`src/rtl/i2s_tx.sv`:
```
// I2S transmitter: serialises 16-bit truncated left/right samples into a
// standard I2S frame of 32 BCK periods, with BCK derived from clk32.
module i2s_tx #(
  parameter int unsigned DIV  = 10,
  parameter int unsigned IN_W = 18
) (
  input  logic                   clk32,
  input  logic                   reset_n,
  input  logic signed [IN_W-1:0] audio_l,
  input  logic signed [IN_W-1:0] audio_r,
  input  logic                   mute,
  output logic                   sample_ack,
  output logic                   I2S_BCK,
  output logic                   I2S_LRCK,
  output logic                   I2S_DATA
);

  localparam int unsigned CNT_W  = 8;
  localparam int unsigned WORD_W = 16;
  localparam int unsigned BIT_W  = 5;

  logic [CNT_W-1:0]  div_cnt_q, div_cnt_d;
  logic              bck_q, bck_d;
  logic [BIT_W-1:0]  bit_cnt_q, bit_cnt_d;
  logic              lrck_q, lrck_d;
  logic              data_q, data_d;
  logic              ack_q, ack_d;
  logic [WORD_W-1:0] left_q, left_d;
  logic [WORD_W-1:0] right_q, right_d;
  logic              fe;
  logic [3:0]        bit_idx;

  // Divider, falling-edge frame sequencing and sample capture
  always_comb begin
    div_cnt_d = div_cnt_q + CNT_W'(1);
    bck_d     = bck_q;
    bit_cnt_d = bit_cnt_q;
    lrck_d    = lrck_q;
    data_d    = data_q;
    ack_d     = 1'b0;
    left_d    = left_q;
    right_d   = right_q;
    fe        = 1'b0;
    bit_idx   = 4'd0;

    if (div_cnt_q == CNT_W'(DIV - 1)) begin
      div_cnt_d = '0;
      bck_d     = ~bck_q;
      fe        = bck_q;
    end

    if (fe) begin
      bit_cnt_d = bit_cnt_q + BIT_W'(1);
      if (bit_cnt_d == '0) begin
        ack_d = 1'b1;
        if (mute) begin
          left_d  = '0;
          right_d = '0;
        end else begin
          left_d  = audio_l[IN_W-1 -: WORD_W];
          right_d = audio_r[IN_W-1 -: WORD_W];
        end
      end
      // LRCK switches one BCK ahead of each word's MSB
      lrck_d  = (bit_cnt_d >= BIT_W'(15)) && (bit_cnt_d != BIT_W'(31));
      bit_idx = ~bit_cnt_d[3:0];
      data_d  = bit_cnt_d[4] ? right_d[bit_idx] : left_d[bit_idx];
    end
  end

  always_ff @(posedge clk32) begin
    if (!reset_n) begin
      div_cnt_q <= '0;
      bck_q     <= 1'b0;
      bit_cnt_q <= BIT_W'(31);
      lrck_q    <= 1'b0;
      data_q    <= 1'b0;
      ack_q     <= 1'b0;
      left_q    <= '0;
      right_q   <= '0;
    end else begin
      div_cnt_q <= div_cnt_d;
      bck_q     <= bck_d;
      bit_cnt_q <= bit_cnt_d;
      lrck_q    <= lrck_d;
      data_q    <= data_d;
      ack_q     <= ack_d;
      left_q    <= left_d;
      right_q   <= right_d;
    end
  end

  assign sample_ack = ack_q;
  assign I2S_BCK    = bck_q;
  assign I2S_LRCK   = lrck_q;
  assign I2S_DATA   = data_q;

endmodule

```
`config.mk`:
```
export PLATFORM = sky130hd
export DESIGN_NAME = i2s_tx
export DESIGN_NICKNAME = d
export VERILOG_FILES = /design/src/rtl/i2s_tx.sv
export SDC_FILE = /design/constraint.sdc
export NUM_CORES = 1
export LEC_CHECK = 0
export CORE_MARGIN = 2
export CORE_UTILIZATION = 45
export DETAILED_ROUTE_END_ITERATION = 6
export PLACE_DENSITY = 0.78
export SLEW_MARGIN = 10
export SYNTH_ARGS = -nofsm -noshare
export SYNTH_HDL_FRONTEND = slang
export SYNTH_SLANG_ARGS = --single-unit
```
`constraint.sdc`:
```
create_clock -name clk32 -period 3.5 [get_ports clk32]
set_clock_uncertainty 0.2 [all_clocks]
set_input_delay 0.525 -clock clk32 [delete_from_list [all_inputs] [get_ports clk32]]
set_output_delay 0.525 -clock clk32 [all_outputs]
set_load 0.005 [all_outputs]
```
Word level (Yosys, flattened, before mapping)
Cells that the tools add are included.
Widths: inputs -> output; s select.
{"block": "totals", "register_bits": 49, "inputBits": 39, "out_inout_bits": 4, "elab_cells": 34}
{"block": "op_classes", "n_addsub": 2, "n_lt_le_gt_ge": 2, "n_eq_ne": 2, "muxes": 13, "n_bitwise": 3, "reduce_logical": 4}
{"cell": "$mux 16", "n": 6}
{"cell": "$add 8x1->8 const B", "n": 1}
{"cell": "$bmux 1 s4", "n": 2}
{"cell": "$eq 8x4->1 const B", "n": 1}
{"cell": "$add 5x1->5 const B", "n": 1}
{"cell": "$ge 5x4->1 const B", "n": 1}
{"cell": "$logic_not 5->1", "n": 1}
{"cell": "$lt 4x5->1 const B", "n": 1}
{"cell": "$mux 1", "n": 5}
{"cell": "$ne 5x5->1 const B", "n": 1}
{"cell": "$not 4->4", "n": 1}
{"cell": "$not 1->1", "n": 2}
{"cell": "$reduce_and 2->1", "n": 1}
{"cell": "$reduce_or 2->1", "n": 1}
{"cell": "$logic_and 1x1->1", "n": 1}

Longest topological paths before layout
Gate-level depths: netlist of the first run.
{"block": "depth", "ltp_word": 7, "depth_mapped": 12, "depth_no_buf": 9}

Worst setup path after synthesis of the first run
No wires, ideal clock.
{"block": "synth_timing", "kind": "register to register", "from": "reg bit_cnt_q[0]", "to": "reg data_q, in the netlist I2S_DATA", "setup_ns": 0.131, "arrival_time_ns": 2.666, "required_time_ns": 3.169, "setup_slack_ns": 0.503, "path_stages_with_launch": 12, "n_path_buf": 4, "period_less_slack_ns": 2.997, "cell_sequence": "dfxtp_1 -> buf_2 -> buf_1 -> inv_1 -> ha_1 -> clkbuf_1 -> clkbuf_1 -> mux2_2 -> nand2_1 -> a32oi_1 -> a221oi_1 -> a32oi_1"}
{"block": "synth_between", "elab_chain_len": 7, "elab_cells_between_ends": 12, "cone_classes": "add/sub: 1; mux: 9; bitwise: 1; reduce/logical: 1"}
{"item": "start: declaration", "line": "24", "source": "logic [BIT_W-1:0] bit_cnt_q, bit_cnt_d;"}
{"item": "start signal: assignment", "line": "84", "source": "bit_cnt_q <= bit_cnt_d;"}
{"item": "$add 5x1->5 *", "line": "53", "source": "bit_cnt_d = bit_cnt_q + BIT_W'(1);"}
{"item": "$logic_not 5->1", "line": "54", "source": "if (bit_cnt_d == '0) begin"}
{"item": "$mux 16", "line": "54"}
{"item": "$mux 16", "line": "52", "source": "if (fe) begin"}
{"item": "$bmux 1 s4", "line": "67", "source": "data_d = bit_cnt_d[4] ? right_d[bit_idx] : left_d[bit_idx];"}
{"item": "$mux 1 (not written as such)", "line": "67"}
{"item": "$mux 1 *", "line": "67"}
{"item": "end signal: assignment", "line": "86", "source": "data_q <= data_d;"}
{"item": "end: declaration", "line": "26", "source": "logic data_q, data_d;"}
Every way passes the cells marked *; elsewhere a longest branch is shown, timed or not. The select of a mux whose other input is x is not followed.
A chain may end at the register's enable or synchronous reset.

Final worst setup path of the first run
Ends and elaborated chain as after synthesis.

==> results.toml, run 1 <==
[run_status]
outcome = "finished, final reports clean"

[clock_network]
cts.sinks = 49
clk_pin_slew_ns = 0.08
cts_resized = 0
htree_num_levels = 2
numCtsBuffers = 5
cts_setup_buffers = 0
clockBufferDepth = 2
cts_tree = "done"
cts_root_buffer = "clkbuf_8"
holdBufCountCts = 0
worstSkewPairLatency_ns = 0.30

[logic_synthesis]
synth_area_leaders = "dfxtp_1, a22o_1, nand2_1"
synth_cells = 283
yosysSeqAreaShare_pct = 37.37
syn_avg_cell_area_um2 = 9.276
synth-seq-cells = 49
yosys_warnings = 0
synth_edf_count = 0
yosysTopAreaCell = "dfxtp_1"
synthFlopType = "dfxtp_1"
synth_cell_types = 54
async_flop_share_pct = 0
netlist_area_mm2 = 0.002625
yosys.area.top_type_share_pct = 37.37
syn-num-nets = 327

[power]
sequentialPowerShare_pct = 52.8
p_comb_share_pct = 8.4
leakagePower_nw = 1.188
peakVddDrop_uv = 152.6
powerDensity_mw_per_mm2 = 339.5
power_switching_mw = 0.2223
p_clk_share_pct = 38.8
switching_share_pct = 20.81
p_int_mw = 0.8463

[timing]
fin_crit_sh_pct = 89.28
setup_violations = 0
drv_slew = 0
fin_hold_ws_ns = 0.2675
relSlewSlack_pct = 45.35
period_minus_slack_ns = 3.125
max_freq_mhz = 320.0
report.final.hold_viol_count = 0
tightest_slew_ns = 0.8139
setup_tns_ns = 0
rsz0062_at_grt = "false"

[detailed_routing]
drc = 0
viasPerCell = 5.742
wl_per_cell_um = 15.97
drt_wl_total_um = 6197
antenna_left = 0
drtIter0Drc = 281
dr.pass1.iters = 4
num_vias = 2228

[layout]
utilization_pct = 56.48
fillerInstances = 498
drive_gt1_share_pct = 10.44
final_common_cell = "dfxtp_1"
final_nets = 359
area_growth_pct = 19.92
n_antenna_cell = 0
most-common-layout-cells = "dfxtp_1, clkdlybuf4s50_1, nand2_1, a22o_1, nor2_1"
stdcell_area_mm2 = 0.003148

[placement]
dpl.hpwl_um = 4204
place_congestion = 0.8806
portBuffers = 38
placed_area_mm2 = 0.003032

[global_route]
grt_antenna_before_repair = 0
grt_max_degree = 23
grt_pass1_wl_um = 10180
grt_usage_pct = 20.32
grt_pass1_vias = 2142
grt_overflow = 0

[worst_setup_path]
worst_ep_arrival_time_ns = 3.14
cp_data_required_time_ns = 3.51
critPathCaptureType = "flop"
critPathKind = "flop to flop"
path_max_fanout = 14
critPathLaunchType = "flop"

[flow_run]
drv_cap = 0

[floorplanning]
rows = 27
die_area_mm2 = 0.006460
coreArea_mm2 = 0.005574
die_width_um = 80.38
start_util_pct = 47.09
pin_count = 43
die_y_um = 80.38

[worst_hold_path]
hp-class = "flop to flop"
-- final timing paths --
path / start / end / slack, ns / depth (start not counted)
setup / recovery: bit_cnt_q[0] / I2S_DATA / 0.38 / 8
hold / removal: right_q[1] / right_q[1] / 0.27 / 2
setup reg to reg: bit_cnt_q[0] / I2S_DATA / 0.38 / 8
hold reg to reg: right_q[1] / right_q[1] / 0.27 / 2
-- layout make-up --
cell class              instances  area [um2]  share of cell area, %
clock buffers                   7       86.33                  2.742
clock inverters                 1       30.03                 0.9539
inverters                       7       26.28                 0.8347
multi-input cells             208        1509                  47.93
flip-flops and latches         49       980.9                  31.16
well taps                      72       90.09                  2.862
repair buffers                 44       425.4                  13.51
-- registers in the layout, summed over array words and instances (netlist names) --
name        count
bit_cnt_q       5
I2S_BCK         1
left_q         16
div_cnt_q       8
I2S_DATA        1
right_q        16
sample_ack      1
I2S_LRCK        1
-- per-stage QoR --
step	setup slack, ns	instances	power (mW)
floorplan	0.5027	283	0.6156
global placement	0.6059	380	0.6652
detailed placement	0.5501	380	0.6660
CTS	0.4867	388	1.076
global route	0.2202	388	1.109
finish	0.3751	388	1.069
-- critical path: stages, from the launching register on --
cell and delay [ns]:
dfxtp_1 0.47, ha_1 0.33, and3_1 0.28, nand2_1 0.18, o21a_1 0.37, o311ai_0 0.42, a221oi_1 0.17, a311o_1 0.35
a32oi_1 0.25
-- cells in the mapped netlist (2+ instances only) --
cell and n:
ha_1 5, a31oi_1 2, nor2b_1 11, a221oi_1 2, nor2_1 18, mux2_2 6
clkbuf_1 8, mux4_2 4, a21o_1 2, buf_4 3, xnor2_1 4, a32o_1 4
o311a_1 2, buf_2 3, and2_1 3, a32oi_1 2, buf_6 3, mux2i_1 8
or3_1 2, nand2b_1 3, nand2_1 27, xor2_1 9, o21ai_0 8, dfxtp_1 49
and3_1 6, o211ai_1 7, inv_1 7, a22o_1 19, nor3_1 5, a21boi_0 8
a21oi_1 5, nand3_1 15, buf_1 2
-- layer usage --
metal  global-route usage, %  part of all wire [%]
met5                       0                     0
met4                   8.983                   2.4
met1                   28.88                    46
met3                   3.708                   7.6
met2                   29.92                    44
-- kinds of logic after synthesis --
family	share of synthesized area [%]
XOR/XNOR	4.337
AND/OR/NAND/NOR	20.35
multiplexers	9.056
flip-flops	37.37
adder cells (fa/ha/maj)	2.383
AO/OA/AOI/OAI	21.35
buffers and inverters	5.148
-- power groups by stage --
stage | registers, mW | clock network (mW) | logic, mW
3_5_place_dp | 0.578 | 0 | 0.0882
4_1_cts | 0.565 | 0.422 | 0.0894
2_1_floorplan | 0.577 | 0 | 0.0389
5_1_grt | 0.565 | 0.447 | 0.0965
3_3_place_gp | 0.577 | 0 | 0.0878
6_report | 0.564 | 0.414 | 0.0899
(Power assumes the default switching activity.)
==> run 2, diff against run 1 <==
--- a/config.mk
+++ b/config.mk
@@ -5,6 +5,8 @@
 export SDC_FILE = /design/constraint.sdc
 export NUM_CORES = 1
 export LEC_CHECK = 0
+export ABC_CLOCK_PERIOD_IN_PS = 3500
+export CAP_MARGIN = 0
 export CORE_MARGIN = 2
 export CORE_UTILIZATION = 45
 export DETAILED_ROUTE_END_ITERATION = 6
==> results of run 2 <==
No change in the layout: final DEF, timing and power equal those of run 1.
==> run 3, diff against run 2 <==
--- a/config.mk
+++ b/config.mk
@@ -11,6 +11,7 @@
 export CORE_UTILIZATION = 45
 export DETAILED_ROUTE_END_ITERATION = 6
 export PLACE_DENSITY = 0.78
+export SKIP_CTS_REPAIR_TIMING = 1
 export SLEW_MARGIN = 10
 export SYNTH_ARGS = -nofsm -noshare
 export SYNTH_HDL_FRONTEND = slang
==> results of run 3 <==
No change in the layout: final DEF, timing and power equal those of run 1.
